**src/rtl/ha_array_pkg.sv**
```systemverilog
// Shared types and helpers for the half-adder array reduction pipeline.
// Row weighting is kept here so every consumer agrees on bit positions.
package ha_array_pkg;

    localparam int NUM_ROWS = 4;
    localparam int T_W      = 9;
    localparam int B_W      = 7;
    localparam int PROD_W   = 16;
    localparam int SUM_W    = 18;

    typedef struct packed {
        logic [T_W-1:0] t;
        logic [B_W-1:0] b;
    } ha_row_t;

    // Row k value: (t + (b << 2)) << 2k, at full 18-bit width.
    function automatic logic [SUM_W-1:0] row_weight(
        input logic [T_W-1:0] t,
        input logic [B_W-1:0] b,
        input int             k
    );
        logic [SUM_W-1:0] v;
        v = SUM_W'(t) + (SUM_W'(b) << 2);
        return v << (2 * k);
    endfunction

endpackage

```
**src/rtl/ha_array_reduce_pipe_ha_row_pair_add.sv**
```systemverilog
// Combinational weighted sum of two adjacent compressed rows.
// K is the index of the lower row of the pair.
module ha_row_pair_add
    import ha_array_pkg::*;
#(
    parameter int K = 0
) (
    input  ha_row_t          i_row_a,
    input  ha_row_t          i_row_b,
    output logic [SUM_W-1:0] o_sum
);

    assign o_sum = row_weight(i_row_a.t, i_row_a.b, K)
                 + row_weight(i_row_b.t, i_row_b.b, K + 1);

endmodule

```
**src/rtl/ha_array_reduce_pipe.sv**
```systemverilog
// Two-stage valid/ready final adder for the approximate 8x8 multiplier,
// with optional saturation and a multiply-accumulate register.
module ha_array_reduce_pipe
    import ha_array_pkg::*;
#(
    parameter int ACC_W  = 24,
    parameter bit SAT_EN = 1'b1
) (
    input  logic             clk,
    input  logic             rst_n,
    input  logic             in_valid,
    output logic             in_ready,
    input  logic [T_W-1:0]   ha_array_0_t,
    input  logic [T_W-1:0]   ha_array_1_t,
    input  logic [T_W-1:0]   ha_array_2_t,
    input  logic [T_W-1:0]   ha_array_3_t,
    input  logic [B_W-1:0]   ha_array_0_b,
    input  logic [B_W-1:0]   ha_array_1_b,
    input  logic [B_W-1:0]   ha_array_2_b,
    input  logic [B_W-1:0]   ha_array_3_b,
    input  logic             acc_en,
    input  logic             acc_clr,
    output logic             out_valid,
    input  logic             out_ready,
    output logic [PROD_W-1:0] prod,
    output logic             prod_sat,
    output logic [ACC_W-1:0] acc,
    output logic             acc_ovf
);

    ha_row_t          w_row [NUM_ROWS];
    logic [SUM_W-1:0] w_s01;
    logic [SUM_W-1:0] w_s23;
    logic [SUM_W-1:0] w_sum;
    logic             w_ovf;
    logic [PROD_W-1:0] w_prod;
    logic [ACC_W:0]   w_acc_add;
    logic             w_s1_load;
    logic             w_s2_load;

    logic             r_s1_valid;
    logic [SUM_W-1:0] r_s01;
    logic [SUM_W-1:0] r_s23;
    logic             r_s1_acc_en;
    logic             r_s1_acc_clr;

    logic             r_s2_valid;
    logic [PROD_W-1:0] r_prod;
    logic             r_prod_sat;
    logic [ACC_W-1:0] r_acc;
    logic             r_acc_ovf;

    assign w_row[0] = {ha_array_0_t, ha_array_0_b};
    assign w_row[1] = {ha_array_1_t, ha_array_1_b};
    assign w_row[2] = {ha_array_2_t, ha_array_2_b};
    assign w_row[3] = {ha_array_3_t, ha_array_3_b};

    ha_row_pair_add #(.K(0)) u_pair01 (
        .i_row_a (w_row[0]),
        .i_row_b (w_row[1]),
        .o_sum   (w_s01)
    );

    ha_row_pair_add #(.K(2)) u_pair23 (
        .i_row_a (w_row[2]),
        .i_row_b (w_row[3]),
        .o_sum   (w_s23)
    );

    assign w_s2_load = !r_s2_valid || out_ready;
    assign w_s1_load = !r_s1_valid || w_s2_load;
    assign in_ready  = w_s1_load;

    assign w_sum     = r_s01 + r_s23;
    assign w_ovf     = |w_sum[SUM_W-1:PROD_W];
    assign w_prod    = (w_ovf && SAT_EN) ? '1 : w_sum[PROD_W-1:0];
    assign w_acc_add = {1'b0, r_acc} + (ACC_W+1)'(w_prod);

    // Stage 1: capture the two pair sums and the accumulate controls.
    always_ff @(posedge clk or negedge rst_n) begin
        if (!rst_n) begin
            r_s1_valid   <= 1'b0;
            r_s01        <= '0;
            r_s23        <= '0;
            r_s1_acc_en  <= 1'b0;
            r_s1_acc_clr <= 1'b0;
        end else if (w_s1_load) begin
            r_s1_valid <= in_valid;
            if (in_valid) begin
                r_s01        <= w_s01;
                r_s23        <= w_s23;
                r_s1_acc_en  <= acc_en;
                r_s1_acc_clr <= acc_clr;
            end
        end
    end

    // Stage 2: final add, overflow handling and accumulator update.
    always_ff @(posedge clk or negedge rst_n) begin
        if (!rst_n) begin
            r_s2_valid <= 1'b0;
            r_prod     <= '0;
            r_prod_sat <= 1'b0;
            r_acc      <= '0;
            r_acc_ovf  <= 1'b0;
        end else if (w_s2_load) begin
            r_s2_valid <= r_s1_valid;
            if (r_s1_valid) begin
                r_prod     <= w_prod;
                r_prod_sat <= w_ovf;
                if (r_s1_acc_clr) begin
                    r_acc     <= r_s1_acc_en ? ACC_W'(w_prod) : '0;
                    r_acc_ovf <= 1'b0;
                end else if (r_s1_acc_en) begin
                    r_acc     <= w_acc_add[ACC_W-1:0];
                    r_acc_ovf <= r_acc_ovf | w_acc_add[ACC_W];
                end
            end
        end
    end

    assign out_valid = r_s2_valid;
    assign prod      = r_prod;
    assign prod_sat  = r_prod_sat;
    assign acc       = r_acc;
    assign acc_ovf   = r_acc_ovf;

endmodule

```
**config.mk**
```make
export PLATFORM = sky130hd
export DESIGN_NAME = ha_array_reduce_pipe
export DESIGN_NICKNAME = d
export VERILOG_FILES = /design/src/rtl/ha_array_pkg.sv /design/src/rtl/ha_array_reduce_pipe_ha_row_pair_add.sv /design/src/rtl/ha_array_reduce_pipe.sv
export SDC_FILE = /design/constraint.sdc
export NUM_CORES = 1
export LEC_CHECK = 0
export BUFFER_PORTS_ARGS = -buffer_cell sky130_fd_sc_hd__buf_2
export CAP_MARGIN = 30
export CORE_MARGIN = 3
export CORE_UTILIZATION = 45
export DETAILED_ROUTE_END_ITERATION = 6
export PLACE_DENSITY_LB_ADDON = 0.12
export SLEW_MARGIN = 40
export SYNTH_ARGS = -nofsm -noshare
export SYNTH_HDL_FRONTEND = slang
export SYNTH_HIERARCHICAL = 1
export SYNTH_SLANG_ARGS = --single-unit
```
**constraint.sdc**
```tcl
create_clock -name clk -period 5.9 [get_ports clk]
set_input_delay 1.18 -clock clk [delete_from_list [all_inputs] [get_ports clk]]
set_output_delay 1.18 -clock clk [all_outputs]
set_load 0.02 [all_outputs]
```
==> flow_summary.json, run 1 <==
{
  "finalWeightedCongestion": 0.929,
  "cts_max_level": 3,
  "finalCritPeriodShare_pct": 85.3,
  "fillerInstances": 1348,
  "route.detailed.wl_per_inst_um": 15.8,
  "via_count": 5623,
  "holdPathEnd": "prod_sat",
  "cap_violations": 0,
  "clock_skew_ps": 7.63,
  "yosysWarnings": 6,
  "synth_top_area_share_pct": 30.3,
  "holdPathStages": 2,
  "syn_to_final_growth_pct": 13.9,
  "fin_nets": 966,
  "synth_cell_type_count": 73,
  "place_hpwl_mm": 12.5,
  "crit_type": "reg2reg",
  "cp-end-kind": "flip-flop",
  "dieArea_mm2": 0.0166,
  "synthFlopType": "dfrtp_1",
  "hp-start": "prod_sat",
  "period_needed_ps": 5030,
  "fin_tns_setup_ps": 0,
  "design_area_mm2": 0.00771,
  "die_h_um": 129,
  "drc": 0,
  "setup_viol": 0,
  "post-place-ws_ps": 901,
  "dpl-instance-area_mm2": 0.00743,
  "relSlewSlack_pct": 51.1,
  "r2r-end": "acc[12]",
  "cpPeakStageDelay_ps": 430,
  "cts_hold_buf": 0,
  "synthCells": 709,
  "grt_use_total_pct": 19.0,
  "grt_pass1_vias": 5624,
  "finalWirelength_mm": 15.8,
  "drt-pass1-iter-count": 5,
  "cts.sinks": 82,
  "timing.fmax_ghz": 0.199,
  "post_cts_buffers": 0,
  "cts.clk_slew.worst_paths_ps": 60,
  "synth.yosys.seq_area_share_pct": 30.3,
  "drive_above_1_share_pct": 23.7,
  "arrival_ps": 5300,
  "total_power_w": 0.00439,
  "startpoint_type": "flip-flop",
  "p_leak_nw": 3.46,
  "ctsResizeCount": 0,
  "cp.required_ps": 6160,
  "ir_worst_vdd_mv": 0.232,
  "synth_edf_count": 0,
  "netlist_area_mm2": 0.00677,
  "yosys-top-cells-area": "dfrtp_1 30%, ha_1 13%, mux2_2 6.7%",
  "grt_pass1_wl_mm": 25.9,
  "syn_area_per_cell_um2": 9.55,
  "coreArea_mm2": 0.0146,
  "ys_ff_latch": 82,
  "io_buffers": 113,
  "cts_tree": "done",
  "cts_max_path_buffers": 2,
  "rows": 44,
  "async_flop_share_pct": 100,
  "slew_violations": 0,
  "grt_overflow_total": 0,
  "grt_start_max_net_pins": 44,
  "n_antenna_cell": 0,
  "powerDensity_mw_per_mm2": 569,
  "die_x_um": 129,
  "stdcell_count": 1002,
  "root_buffer": "clkbuf_16",
  "r2r_slack_ps": 870,
  "final_hold_viol_count": 0,
  "cp_max_fo": 17,
  "initial_core_util_pct": 46.2,
  "worst_slack_ps": 867,
  "path_cells": "ha_1, fa_1, a21o_1, a221oi_2, a21oi_2, a221o_1, o32ai_4, buf_4, nand2b_1, ha_1, fa_1, a211oi_1, o21ai_1, a311o_2, and3_1, o41ai_1, nor2_1, a21oi_1",
  "slowest_stage": "fa_1",
  "synth_top_area_cell": "dfrtp_1",
  "cts_buffers": 9,
  "status": "finished clean",
  "final_cell_mix": "112 x buf_2, 82 x dfrtp_1, 69 x ha_1, 54 x nor2_1",
  "io_pins": 114,
  "antenna_found_initial": 0,
  "hold_path.class": "reg2reg",
  "worstRegToRegCells": 18,
  "rsz0062_at_grt": "false",
  "antenna_left": 0,
  "worstReg2RegStart": "r_s01[0]",
  "final_common_cell": "buf_2",
  "viasPerCell": 5.61,
  "tightest_slew_ps": 733,
  "clk_latency_ps": 340,
  "dp.cells": 986,
  "drt-initial-drc-count": 341
}
==> metal layers <==
metal / vias up / global-route usage [%] / share of wire, %
met4: 0 / 5.81 / 1.9
met5: - / 0 / 0
met3: 21 / 2.70 / 4.1
met2: 143 / 34.6 / 51
met1: 2669 / 23.2 / 43
li1: 2790 / - / -
==> synth_stat cells, types with 3 or more instances <==
master	count
buf_4	14
ha_1	69
o311a_1	3
nor4_1	3
fa_1	14
o21a_1	9
mux2_2	40
clkbuf_1	12
nand4_1	6
xnor2_1	37
buf_2	3
xor2_1	19
inv_1	37
a221oi_1	3
and2_1	5
a21o_1	15
buf_6	4
nor2b_1	4
a21oi_1	44
nor2_1	56
or3_1	3
nand2_1	44
or4_1	4
a211oi_1	5
and3_1	3
o2111ai_1	4
a22oi_1	9
o31ai_1	5
a311oi_1	4
nand3_1	12
o21ai_0	19
or2_2	3
nor3_1	9
o21bai_1	6
o22ai_1	4
o211ai_1	20
o31a_1	3
a31oi_1	22
a21boi_0	4
nand3b_1	5
nand2b_1	7
dfrtp_1	82
==> kinds of logic (layout without fill, tap and decap cells) <==
| kind of cell | count (synthesis) | after routing | share of synthesized area, % |
|---|---|---|---|
| other | 2 | 10 | 0.111 |
| muxes | 40 | 40 | 6.65 |
| DFF | 82 | 82 | 30.3 |
| AOI/OAI and AO/OA | 201 | 201 | 20.9 |
| buffers and inverters | 71 | 172 | 5.21 |
| adders and majority gates | 83 | 83 | 16.9 |
| xor gates and xnor gates | 56 | 56 | 7.24 |
| and+or+nand+nor | 174 | 174 | 12.7 |
==> flip-flops by register name (all words and copies together) (netlist names), 16 cells and up <==
name   count
prod      16
acc       24
r_s23     18
r_s01     18
==> worst max path at each step <==
| stage | slack, ps | end | start |
|---|---|---|---|
| after CTS | 860 | acc[12] | r_s01[0] |
| after global routing | 600 | acc[12] | r_s01[0] |
| after floorplan | 1330 | acc[12] | r_s01[0] |
| final | 870 | acc[12] | r_s01[0] |
| after global placement | 1010 | acc[12] | r_s01[0] |
| after detailed placement | 900 | acc[12] | r_s01[0] |
==> final cells by class <==
cell class	instances	area, um2	share of cell area [%]
inverters	37	139	1.80
well taps	184	230	2.99
flip-flops and latches	82	2050	26.6
multi-input cells	564	4400	57.1
clock buffers	12	246	3.20
clock inverters	4	27.5	0.357
repair buffers	119	613	7.95
==> critical path: cells and delay by family, from the launching register on <==
| kind | cells | cell delay, ps |
|---|---|---|
| adder cells (fa/ha/maj) | 4 | 1270 |
| AO/OA/AOI/OAI | 10 | 2720 |
| flip-flops | 1 | 380 |
| AND/OR/NAND/NOR | 3 | 340 |
| buffers and inverters | 1 | 260 |
==> stage by stage <==
step	util, %	hold slack (ps)
finish	52.7	505
global route	52.7	524
CTS	52.6	506
detailed placement	50.8	492
global placement	50.7	490
floorplan	-	484
==> power by group <==
part	switching, W	internal (W)
clock	0.000230	0.000296
sequential	0.000150	0.000756
combinational	0.00174	0.00121
total	0.00212	0.00226
Note: power is estimated with default switching activity, not from simulation.
==> run 2: changes to the inputs <==
==> constraint.sdc (replaced) <==
create_clock -name clk -period 5.2 [get_ports clk]
set_input_delay 1.04 -clock clk [delete_from_list [all_inputs] [get_ports clk]]
set_output_delay 1.04 -clock clk [all_outputs]
set_load 0.02 [all_outputs]
==> flow_summary.json, run 2 (synthesis results as in run 1) <==
{
  "cp_max_fo": 25,
  "cts.clk_slew.worst_paths_ps": 60,
  "startpoint_type": "flip-flop",
  "die_h_um": 129,
  "setup_viol": 0,
  "fillerInstances": 1371,
  "antenna_left": 0,
  "finalWirelength_mm": 15.6,
  "finish.utilization_pct": 53.0,
  "timing.fmax_ghz": 0.205,
  "cap_violations": 0,
  "cts_max_path_buffers": 2,
  "route.detailed.wl_per_inst_um": 15.5,
  "cts.sinks": 82,
  "n_antenna_cell": 0,
  "cp.required_ps": 5460,
  "die_x_um": 129,
  "grt_overflow_total": 0,
  "drive_above_1_share_pct": 24.0,
  "post_cts_buffers": 0,
  "powerDensity_mw_per_mm2": 650,
  "grt_start_max_net_pins": 83,
  "grt_pass1_vias": 5596,
  "crit_type": "reg2reg",
  "r2r-end": "acc[22]",
  "cts_max_level": 3,
  "holdPathStages": 2,
  "drt-pass1-iter-count": 4,
  "drt-initial-drc-count": 254,
  "ir_worst_vdd_mv": 0.217,
  "grt_pass1_wl_mm": 26.7,
  "status": "finished clean",
  "r2r_slack_ps": 320,
  "worstReg2RegStart": "r_s01[0]",
  "period_needed_ps": 4880,
  "finalWeightedCongestion": 0.904,
  "holdPathEnd": "prod_sat",
  "initial_core_util_pct": 46.2,
  "place_hpwl_mm": 12.4,
  "dieArea_mm2": 0.0166,
  "relSlewSlack_pct": 50.1,
  "hp-start": "prod_sat",
  "final_common_cell": "buf_2",
  "antenna_found_initial": 0,
  "p_leak_nw": 3.49,
  "worstRegToRegCells": 17,
  "via_count": 5583,
  "finalCritPeriodShare_pct": 93.8,
  "coreArea_mm2": 0.0146,
  "final_cell_mix": "112 x buf_2, 82 x dfrtp_1, 69 x ha_1, 55 x nor2_1",
  "cts_tree": "done",
  "cp-end-kind": "flip-flop",
  "largest_register_ffs": 24,
  "final_hold_viol_count": 0,
  "rsz0062_at_grt": "false",
  "syn_to_final_growth_pct": 14.6,
  "grt_use_total_pct": 19.6,
  "hold_path.class": "reg2reg",
  "drc": 0,
  "cts_buffers": 9,
  "cts_hold_buf": 0,
  "slew_violations": 0,
  "rows": 44,
  "fin_tns_setup_ps": 0,
  "clock_skew_ps": 6.62,
  "root_buffer": "clkbuf_16",
  "clk_latency_ps": 340,
  "fin_nets": 969,
  "viasPerCell": 5.56,
  "tightest_slew_ps": 749,
  "io_buffers": 113,
  "arrival_ps": 5140,
  "io_pins": 114
}
==> run 2: worst max path at each step <==
stage / from / end / slack (ps)
2_1_floorplan: r_s01[0] / acc[12] / 630
3_3_place_gp: r_s01[0] / acc[12] / 410
3_5_place_dp: r_s01[0] / acc[22] / 230
4_1_cts: r_s01[0] / acc[22] / 220
5_1_grt: r_s01[0] / acc[16] / 10
6_report: r_s01[0] / acc[22] / 320
==> run 2: per-stage QoR <==
stage               total power, W  std cells  cell area (um2)  hold WS, ps  setup slack (ps)
floorplan                  0.00357        717             6800          484               629
CTS                        0.00505       1005             7740          505               219
finish                     0.00504       1005             7760          503               321
global route               0.00554       1005             7760          523              10.2
detailed placement         0.00442        989             7460          491               234
global placement           0.00438        988             7450          479               413
==> run 2: worst max-delay path, cell delays in order, from the launching register on <==
cell	delay [ps]
dfrtp_1	380
ha_1	230
fa_1	420
a21o_1	220
a221oi_4	280
a21oi_2	140
a221o_1	380
o32ai_4	360
buf_8	240
nand2_1	80
ha_1	370
o21ai_0	130
o21ai_1	240
a311o_2	270
nand4_1	130
and4_1	290
or4_1	480
a21oi_1	170
==> run 2: repair_timing <==
action / in CTS / in global routing
resized for setup: 0 / 3
endpoints found under the hold margin: 0 / 0
setup endpoints to repair: 0 / 5
==> run 2: cell type report <==
cell class	instances	area [um2]	area share (%)
Inverter	37	139	1.79
Clock inverter	4	26.3	0.338
Timing Repair Buffer	122	649	8.36
Clock buffer	12	256	3.30
Sequential cell	82	2050	26.4
Tap cell	184	230	2.96
Multi-Input combinational cell	564	4410	56.8
==> run 2: routing by layer <==
layer  routed length, um  share of wire [%]  vias up  GRT usage (%)
met5                   0                  0        -              0
met4                 189                1.2        0           4.20
met3                 685                4.4       13           3.36
met2                7950                 51      113           35.2
met1                6740                 43     2660           24.6
li1                    -                  -     2797              -
==> run 2: report_power, final <==
part           internal (W)  switching [W]  leakage (nW)  total (W)
clock network      0.000349       0.000257         0.139   0.000606
logic               0.00144        0.00197          2.41    0.00341
registers          0.000858       0.000169         0.945    0.00103
total               0.00265        0.00240          3.49    0.00504
==> run 3: changes to the inputs <==
--- a/config.mk
+++ b/config.mk
@@ -11,8 +11,7 @@
 export CORE_UTILIZATION = 45
 export DETAILED_ROUTE_END_ITERATION = 6
 export PLACE_DENSITY_LB_ADDON = 0.12
-export SLEW_MARGIN = 40
+export SKIP_LAST_GASP = 1
 export SYNTH_ARGS = -nofsm -noshare
 export SYNTH_HDL_FRONTEND = slang
-export SYNTH_HIERARCHICAL = 1
 export SYNTH_SLANG_ARGS = --single-unit
==> flow_summary.json, run 3 <==
{
  "syn_to_final_growth_pct": 18.4,
  "syn_area_per_cell_um2": 8.89,
  "drc": 0,
  "synth_edf_count": 0,
  "synth_top_area_cell": "dfrtp_1",
  "timing.fmax_ghz": 0.211,
  "yosys-top-cells-area": "dfrtp_1 31%, ha_1 13%, fa_1 4.8%",
  "final_cell_mix": "113 x buf_2, 72 x dfrtp_1, 61 x ha_1, 60 x nor2_1, 57 x nand2_1",
  "synthesis.nets": 799,
  "cts_tree": "done",
  "rows": 40,
  "tightest_slew_ps": 728,
  "slew_violations": 0,
  "cts_max_level": 3,
  "finalCritPeriodShare_pct": 91.0,
  "largest_register_ffs": 24,
  "synth_cell_type_count": 62,
  "fin_tns_setup_ps": 0,
  "cp.required_ps": 5430,
  "dr_wl_met2_mm": 6.70,
  "async_flop_share_pct": 100,
  "cap_violations": 0,
  "status": "finished clean",
  "antenna_left": 0,
  "die_h_um": 120,
  "synthFlopType": "dfrtp_1",
  "synthCells": 654,
  "cts_buffers": 9,
  "period_needed_ps": 4730,
  "drt-pass1-iter-count": 4,
  "hold_path.class": "reg2reg",
  "drt-initial-drc-count": 243,
  "ys_ff_latch": 72,
  "yosysMostFrequentCell": "dfrtp_1",
  "startpoint_type": "flip-flop",
  "grt_use_total_pct": 20.1,
  "coreArea_mm2": 0.0123,
  "ys_top_cells_by_count": "72 x dfrtp_1, 61 x ha_1, 61 x nor2_1, 57 x nand2_1, 51 x inv_1",
  "viasPerCell": 5.39,
  "rsz0062_at_grt": "false",
  "post-place-ws_ps": 396,
  "grt_start_max_net_pins": 43,
  "netlist_area_mm2": 0.00581,
  "initial_core_util_pct": 47.2,
  "cts.sinks": 72,
  "cts.clk_slew.worst_paths_ps": 60,
  "synth_top_area_share_pct": 31.0,
  "setup_viol": 0,
  "grt_pass1_wl_mm": 23.7,
  "clock_skew_ps": 6.79,
  "cts_max_path_buffers": 2,
  "wl_met1_mm": 6.21,
  "p_leak_nw": 3.39,
  "grt_overflow_total": 0,
  "worst_slack_ps": 467,
  "io_pins": 114,
  "final_hold_viol_count": 0,
  "arrival_ps": 4960,
  "cts_hold_buf": 0,
  "top_layer": "met4",
  "routed-wl-met3_um": 628,
  "cp-end-kind": "flip-flop",
  "n_antenna_cell": 0,
  "io_buffers": 113,
  "finalWirelength_mm": 13.8,
  "yosysWarnings": 0,
  "fin_nets": 908,
  "powerDensity_mw_per_mm2": 666,
  "die_x_um": 120,
  "drive_above_1_share_pct": 20.4,
  "place_hpwl_mm": 11.1,
  "relSlewSlack_pct": 51.5,
  "route.detailed.wl_per_inst_um": 14.7,
  "finalWeightedCongestion": 0.900,
  "crit_type": "reg2reg",
  "root_buffer": "clkbuf_16",
  "dieArea_mm2": 0.0143,
  "cp_max_fo": 6,
  "ir_worst_vdd_mv": 0.241,
  "antenna_found_initial": 0,
  "synth.yosys.seq_area_share_pct": 31.0,
  "grt_pass1_vias": 5065,
  "via_count": 5049,
  "final_common_cell": "buf_2",
  "clk_latency_ps": 340
}
run 3: changes by cell type after synthesis, moves of 8 or more:
cell	delta
buf_4	-13
a31oi_1	-12
nand2_1	+13
mux2_2	-28
a221o_1	+8
o21ai_0	+27
xnor2_1	-10
ha_1	-8
o211ai_1	-10
inv_1	+14
dfrtp_1	-10
run 3: logic make-up after synthesis:
family / synth area share, %
mux: 2.33
fa+ha+maj: 18.0
buf+inv: 4.74
xor+xnor: 7.08
compound gates: 22.4
simple gates: 14.5
flops: 31.0
run 3: critical path: stages (launching register included):
cell and delay (ps):
dfrtp_1 350, ha_1 200, inv_1 70, fa_1 400
nand2b_1 180, a21oi_1 280, o31ai_1 140, o211a_1 250
a211oi_4 210, nor2b_1 240, inv_1 60, ha_1 220
fa_1 430, a211oi_1 320, o21bai_1 150, a21oi_2 310
o21a_1 230, o21ai_0 120, xor2_1 150, a221o_1 320
run 3: path summary, 6_finish.rpt:
path                       slack [ps]  startpoint  depth (start not counted)        end
max                               470    r_s01[4]                         19    acc[14]
min                               480   r_s23[11]                          2  r_s23[11]
max reg2reg                       470    r_s01[4]                         19    acc[14]
min reg2reg                       480   r_s23[11]                          2  r_s23[11]
max in group asynchronous        3450       rst_n                          2  r_s23[13]
min in group asynchronous         760       rst_n                          1     acc[3]
run 3: where the power goes:
group          leakage (nW)  switching [W]  internal, W  total (W)
clock network         0.163       0.000248     0.000435   0.000684
logic                  2.35        0.00178      0.00120    0.00298
registers             0.877       0.000158     0.000762   0.000920
total                  3.39        0.00219      0.00239    0.00458
run 3: final cells by class:
type / count / area, um2
inverters: 51 / 191
repair buffers: 118 / 603
clock buffers: 10 / 239
multi-input cells: 511 / 3740
flip-flops and latches: 72 / 1800
clock inverters: 6 / 91.3
fillers: 1146 / 5430
well taps: 168 / 210
run 3: what timing repair did:
item	4_1_cts	5_1_grt
gates resized for setup	0	1
buffers inserted	0	0
setup endpoints to repair	0	4
run 3: per-layer routing:
layer	GRT usage, %	up-vias
met3	3.25	21
met5	0	-
met2	35.6	132
met1	25.3	2341
met4	5.94	0
li1	-	2555
run 3: metrics by stage:
step                instance area (um2)  cells  hold slack (ps)  power [W]  utilization, %
global route                       6880    936              519    0.00499            55.9
CTS                                6870    936              491    0.00457            55.8
floorplan                          5810    654              450    0.00315               -
global placement                   6540    920              473    0.00387            53.2
detailed placement                 6540    920              478    0.00386            53.2
finish                             6880    936              485    0.00458            55.9
